<file path="src/rtl/result_uart_tx.sv">
// result_uart_tx: serial reporter for FPU/ALU results.
// On an accepted send pulse it captures a 32-bit result, five flags and the
// precision mode. It then sends one ASCII hex line over an 8N1 UART:
//   mode_fp_i = 1 : 8 hex digits, ' ', 2 flag digits, CR, LF (13 chars)
//   mode_fp_i = 0 : 4 hex digits of result[15:0], ' ', 2 flag digits, CR, LF (9 chars)
// Ports:
//   clk        system clock, rising edge
//   rst        asynchronous active-high reset
//   send_i     request pulse, sampled only while idle
//   result_i   value to report
//   flags_i    ALU flags, sent as the byte {3'b000, flags}
//   mode_fp_i  1 = single precision line, 0 = half precision line
//   tx_o       UART line, idle high
//   busy_o     high from acceptance until the last stop bit ends
//   done_o     one-cycle pulse when the line is complete
module result_uart_tx #(
    parameter int unsigned CLK_HZ = 100_000_000,
    parameter int unsigned BAUD   = 115200
) (
    input  logic        clk,
    input  logic        rst,
    input  logic        send_i,
    input  logic [31:0] result_i,
    input  logic [4:0]  flags_i,
    input  logic        mode_fp_i,
    output logic        tx_o,
    output logic        busy_o,
    output logic        done_o
);

    localparam int unsigned ClksPerBit = CLK_HZ / BAUD;
    localparam int unsigned BaudW      = $clog2(ClksPerBit);
    localparam logic [BaudW-1:0] BaudLast = BaudW'(ClksPerBit - 1);

    typedef enum logic [1:0] {StIdle, StStart, StData, StStop} state_e;

    state_e           state_q;
    logic [BaudW-1:0] baud_q;
    logic [2:0]       bit_q;
    logic [3:0]       chr_q;
    logic [31:0]      result_q;
    logic [7:0]       flag_q;
    logic             mode_q;
    logic             tx_q;
    logic             busy_q;
    logic             done_q;

    logic [3:0] eff_idx;
    logic [3:0] last_idx;
    logic [3:0] nib;
    logic [7:0] char_byte;
    logic       baud_last;

    function automatic logic [7:0] hex_char(input logic [3:0] n);
        return (n < 4'd10) ? (8'h30 + {4'h0, n}) : (8'h37 + {4'h0, n});
    endfunction

    // A half-precision line is the single-precision line with its first four
    // characters skipped: result[15:0] are nibbles 4..7 of result[31:0].
    always_comb begin
        eff_idx   = mode_q ? chr_q : (chr_q + 4'd4);
        last_idx  = mode_q ? 4'd12 : 4'd8;
        nib       = result_q[{3'd7 - eff_idx[2:0], 2'b00} +: 4];
        baud_last = (baud_q == BaudLast);
        case (eff_idx)
            4'd8:    char_byte = 8'h20;
            4'd9:    char_byte = hex_char(flag_q[7:4]);
            4'd10:   char_byte = hex_char(flag_q[3:0]);
            4'd11:   char_byte = 8'h0D;
            4'd12:   char_byte = 8'h0A;
            default: char_byte = hex_char(nib);
        endcase
    end

    always_ff @(posedge clk or posedge rst) begin
        if (rst) begin
            state_q  <= StIdle;
            baud_q   <= '0;
            bit_q    <= '0;
            chr_q    <= '0;
            result_q <= '0;
            flag_q   <= '0;
            mode_q   <= 1'b0;
            tx_q     <= 1'b1;
            busy_q   <= 1'b0;
            done_q   <= 1'b0;
        end else begin
            done_q <= 1'b0;
            case (state_q)
                StIdle: begin
                    tx_q <= 1'b1;
                    if (send_i) begin
                        result_q <= result_i;
                        flag_q   <= {3'b000, flags_i};
                        mode_q   <= mode_fp_i;
                        state_q  <= StStart;
                        tx_q     <= 1'b0;
                        busy_q   <= 1'b1;
                        baud_q   <= '0;
                        bit_q    <= '0;
                        chr_q    <= '0;
                    end
                end
                StStart: begin
                    if (baud_last) begin
                        baud_q  <= '0;
                        bit_q   <= '0;
                        tx_q    <= char_byte[0];
                        state_q <= StData;
                    end else begin
                        baud_q <= baud_q + 1'b1;
                    end
                end
                StData: begin
                    if (baud_last) begin
                        baud_q <= '0;
                        if (bit_q == 3'd7) begin
                            tx_q    <= 1'b1;
                            state_q <= StStop;
                        end else begin
                            bit_q <= bit_q + 3'd1;
                            tx_q  <= char_byte[bit_q + 3'd1];
                        end
                    end else begin
                        baud_q <= baud_q + 1'b1;
                    end
                end
                StStop: begin
                    if (baud_last) begin
                        baud_q <= '0;
                        if (chr_q == last_idx) begin
                            chr_q   <= '0;
                            busy_q  <= 1'b0;
                            done_q  <= 1'b1;
                            state_q <= StIdle;
                        end else begin
                            // Next start bit follows the stop bit with no idle gap.
                            chr_q   <= chr_q + 4'd1;
                            tx_q    <= 1'b0;
                            state_q <= StStart;
                        end
                    end else begin
                        baud_q <= baud_q + 1'b1;
                    end
                end
                default: begin
                    state_q <= StIdle;
                    tx_q    <= 1'b1;
                    busy_q  <= 1'b0;
                end
            endcase
        end
    end

    assign tx_o   = tx_q;
    assign busy_o = busy_q;
    assign done_o = done_q;

endmodule
</file>
<file path="config.mk">
export PLATFORM = sky130hd
export DESIGN_NAME = result_uart_tx
export DESIGN_NICKNAME = d
export VERILOG_FILES = /design/src/rtl/result_uart_tx.sv
export SDC_FILE = /design/constraint.sdc
export NUM_CORES = 1
export LEC_CHECK = 0
export BUFFER_PORTS_ARGS = -buffer_cell sky130_fd_sc_hd__buf_2
export CAP_MARGIN = 10
export CORE_MARGIN = 2
export CORE_UTILIZATION = 62
export DETAILED_ROUTE_END_ITERATION = 6
export PLACE_DENSITY = 0.95
export SYNTH_ARGS = -nofsm -noshare
export SYNTH_HDL_FRONTEND = slang
export SYNTH_SLANG_ARGS = --single-unit
</file>
<file path="constraint.sdc">
create_clock -name clk -period 4.2 [get_ports clk]
set_input_delay 0.21 -clock clk [delete_from_list [all_inputs] [get_ports clk]]
set_output_delay 0.21 -clock clk [all_outputs]
set_load 0.05 [all_outputs]
</file>
# Yosys cells after proc, flatten, opt, wreduce, memory -nomap -nowiden
# Cells that the tools add are included.
# totals
reg_bits	60
input_bits	41
output_inout_bits	3
# classes
n_addsub	11
n_eq_ne	19
n_mux	41
n_lt_le_gt_ge	4
n_reduce_logical	10
n_shift	1
# ops
operator	count
one-hot mux 7 bit (5 select lines)	1
variable part select 32 x 6 -> 4 bit	1
adder 6 x 4 -> 7 bit, first input constant	4
two-way mux 7 bit	3
equality test 4 bit, second input constant	5
two-way mux 10 bit	2
one-hot mux 10 bit (2 select lines)	1
two-way mux 4 bit	4
inequality test 2 bit, second input constant	8
two-way mux 3 bit	5
adder 6 x 1 -> 7 bit, first input constant	2
two-way mux 1 bit	14
adder 10 x 1 -> 10 bit, second input constant	1
equality test 10 bit, second input constant	1
two-way mux 2 bit	5
AND reduction 5 bit	2
one-hot mux 3 bit (3 select lines)	1
< comparator 4 bit, second input constant	2
one-hot mux 2 bit (4 select lines)	1
one-hot mux 4 bit (2 select lines)	1
AND reduction 4 bit	2
adder 4 x 1 -> 4 bit, second input constant	1
adder 4 x 3 -> 4 bit, second input constant	1
equality test 2 bit, second input constant	2
other kinds (16)	16

# Depth between registers and ports, before layout
# depth
depth_word	12
ltp_mapped	12
depth_no_buf	9

# Least setup slack after synthesis
# OpenSTA, ideal clock, no wires.
# synth_path
path_type	reg-to-reg
startpoint	reg chr_q[1]
endpoint	reg tx_q (netlist: tx_o)
setup_ns	0.079
path_stages_with_launch	12
n_path_buf	3
setup_slack_ns	1.799
t_arrival_ns	2.322
synth_period_minus_slack_ns	2.401
path_cell_list	dfrtp_1 -> buf_6 -> buf_12 -> inv_1 -> ha_1 -> nand2_1 -> or2_1 -> clkbuf_1 -> o211a_1 -> and3_2 -> or4_1 -> a41o_1
# synth_via
elab_chain_len	12
elab_cells_between_ends	23
classes_between	4 x add/sub; 1 x order compare; 7 x eq/ne; 1 x shift; 9 x mux; 1 x reduce/logical
# synth_lines
element	line_no	source
from (decl)	40	logic [3:0] chr_q;
from (signal assigned)	138	chr_q <= chr_q + 4'd1;
adder 4 x 3 -> 4 bit	61	eff_idx = mode_q ? chr_q : (chr_q + 4'd4);
two-way mux 4 bit	61	
subtractor 3 bit	63	nib = result_q[{3'd7 - eff_idx[2:0], 2'b00} +: 4];
variable part select 32 x 6 -> 4 bit	63	
adder 6 x 4 -> 7 bit or < comparator 4 bit (tied branches)	55	return (n < 4'd10) ? (8'h30 + {4'h0, n}) : (8'h37 + {4'h0, n});
two-way mux 7 bit	55	
one-hot mux 7 bit (5 select lines)	65	case (eff_idx)
binary-select mux 1 bit (select 3 bit)	122	tx_q <= char_byte[bit_q + 3'd1];
two-way mux 1 bit (implied by the code)	122	
two-way mux 1 bit	117	if (bit_q == 3'd7) begin
two-way mux 1 bit	115	if (baud_last) begin
one-hot mux 1 bit (4 select lines)	89	case (state_q)
to (signal assigned)	108	tx_q <= char_byte[0];
to (signal assigned)	122	
to (decl)	44	logic tx_q;
# Parallel ways exist; a longest one is shown, timed or not. The select of a mux whose other input is x is not followed.
# A chain may end at the register's enable or synchronous reset.

# Worst setup path after layout
# Same ends and word-level chain as after synthesis.

==> reports/results.tsv <==
metric	value	unit
Syn Nets	360	
sequential share of the synthesized area	0.4460	
RD Place Congestion	0.9251	
Slew @ Worst Pin	0.8560	ns
clock buffer depth	2	
CTS tree	yes	
Post-CTS Setup Repair Bufs	0	
Starting DRT DRC Count	148	
Design Power	2963	uW
TNS Setup	0	ns
core footprint	5172	um2
slew margin rel.	0.4294	
grt ovf	0	
Crit Path Category	reg -> reg	
ys flop type	dfrtp_1	
multi-input logic area	1764	um2
clk_lat worst skew	0.34	ns
f_max	349.1	MHz
Nets	406	
Root Driver	clkbuf_8	
Distinct cells, synth	51	
first-pass GRT wire length	12100	um
FF/Latch Area	1503	um2
outcome	completed	
GRT Util Overall	0.2598	
total clock sinks	60	
via count	2521	
Post-synth EDFFs	0	
DPL Wire Length	4750	um
Critical Path Fanout Max	18	
Max Slew Vio Count	0	
Die H	77.72	um
Final Skew	0.01066	ns
via/cell ratio	5.932	
post-CTS sizing	0	
routed wire length	7090	um
share of layout cells above drive strength 1	0.3127	
power per standard cell area	766.9	nW/um2
n_diodes	0	
port bufs	43	
Hold Vio Cnt, Final	0	
critical path endpoint category	flop	
RSZ-0062 raised after global routing	no	
YS warnings	0	
R2R Setup Slk	1.34	ns
Mapped Cells	305	
initial antenna violation count	0	
largest net degree at the start of global routing	61	
Max IR drop VDD	0.4602	mV
Clock transition at path regs	0.07	ns
first-pass iteration count of the detailed router	4	
vias in the first global route	2656	
max cap viols	0	
Syn Area/Cell	11.05	um2
Detail Route Antenna Nets	0	
Final Cycle Share	0.6820	
die area	6040	um2
CTS Buf Count	9	
H-tree levels	3	
Initial Utilization	0.6514	
R2R Path End	tx_o$_DFFE_PP1P_	
Leak	0.001715	uW
Synth Cell Area	3369	um2
asr flop ratio synth	1.000	
Die W	77.72	um
Seq cells post-synth	60	
Worst Setup Start Kind	flop	
FF-to-FF Start	chr_q[1]$_DFFE_PP0P_	
commonest non-fill, non-tap cell in the layout	dfrtp_1	
minimum clock period	2.865	ns
# setup viols final	0	
Hold Crit Class	in -> async	
commonest non-fill, non-tap cells in the layout	dfrtp_1, buf_2, mux2_2	
row count	26	
Required @ worst endpoint	4.47	ns
Layout Cells excl Fill	425	
filler instances	333	
Layout area overhead	14.67	%
critical path arrival	3.14	ns
wire length per cell	16.68	um
FF-to-FF path depth	7	
Inst Count DP	410	
I/O pin total	44	
hold_buf cts	0	
DRC	0	
state kept, by name, indices dropped and copies added, names as in the netlist:
| name | count |
|---|---|
| busy_o | 1 |
| chr_q | 4 |
| result_q | 32 |
| state_q | 2 |
| mode_q | 1 |
| baud_q | 10 |
| flag_q | 5 |
| done_o | 1 |
| tx_o | 1 |
| bit_q | 3 |
critical path, stage by stage (launching register included):
cell and delay [ns]:
dfrtp_1 0.90, ha_1 0.38, nor4bb_1 0.29, a31oi_1 0.10, o211a_1 0.21, and3_2 0.22, or4_1 0.46, a41o_1 0.24
logic make-up after synthesis:
logic type,share of synthesized area
simple gates,0.1318
mux,0.2202
flops,0.4460
compound gates,0.09395
buf+inv,0.03045
fa+ha+maj,0.05199
xor+xnor,0.02562
cell type report:
class / count / share of cell area
Sequential cell: 60 / 0.3889
Clock buffer: 10 / 0.03562
Multi-Input combinational cell: 224 / 0.4566
Inverter: 11 / 0.01069
Timing Repair Buffer: 45 / 0.05959
Tap cell: 70 / 0.02267
Clock inverter: 5 / 0.02591
power breakdown:
group          internal (uW)  switching, uW
sequential               824            223
clock                    405            220
combinational            625            666
synthesized netlist by cell type, drive strengths merged, types with 2 or more instances:
cell type,n,share of area
a211oi,3,0.0067
nand3,10,0.015
xnor2,4,0.010
nor2,21,0.023
xor2,5,0.015
mux2,41,0.14
and3,2,0.0041
nand2b,6,0.011
dfrtp,59,0.44
a31oi,2,0.0037
o31ai,4,0.0089
nor3,3,0.0045
o311a,2,0.0059
ha,14,0.052
o21ai,19,0.028
inv,11,0.012
nand2,31,0.035
nor3b,2,0.0045
mux2i,16,0.048
clkbuf,4,0.0045
mux4,5,0.036
nor2b,2,0.0037
and2,2,0.0037
buf,6,0.014
or3,2,0.0037
a21oi,11,0.017
metal layers:
layer / global-route usage / part of all wire / up-vias
li1: - / - / 1199
met1: 0.3008 / 0.41 / 1226
met2: 0.4466 / 0.52 / 79
met3: 0.06860 / 0.049 / 17
met4: 0.1250 / 0.021 / 0
met5: 0 / 0 / -
how the worst max path moves through the flow:
stage                               from          endpoint  cells after the start  slack, ns
floorplan           chr_q[1]$_DFFE_PP0P_  tx_o$_DFFE_PP1P_                     11       1.80
global placement    chr_q[1]$_DFFE_PP0P_  tx_o$_DFFE_PP1P_                      7       1.50
detailed placement  chr_q[1]$_DFFE_PP0P_  tx_o$_DFFE_PP1P_                      7       1.39
CTS                 chr_q[1]$_DFFE_PP0P_  tx_o$_DFFE_PP1P_                      7       1.34
global route        chr_q[1]$_DFFE_PP0P_  tx_o$_DFFE_PP1P_                      7       1.07
finish              chr_q[1]$_DFFE_PP0P_  tx_o$_DFFE_PP1P_                      7       1.34
stage by stage:
step | hold slack, ns | cell area [um2] | setup WS, ns | util
2_1_floorplan | 0.3606 | 3369 | 1.799 | -
3_3_place_gp | 0.4419 | 3626 | 1.498 | 0.7010
3_5_place_dp | 0.4458 | 3626 | 1.386 | 0.7010
4_1_cts | 0.09044 | 3864 | 1.344 | 0.7470
5_1_grt | 0.09411 | 3864 | 1.068 | 0.7470
6_report | 0.06627 | 3864 | 1.335 | 0.7470
Power figures use the tool's default switching activity.
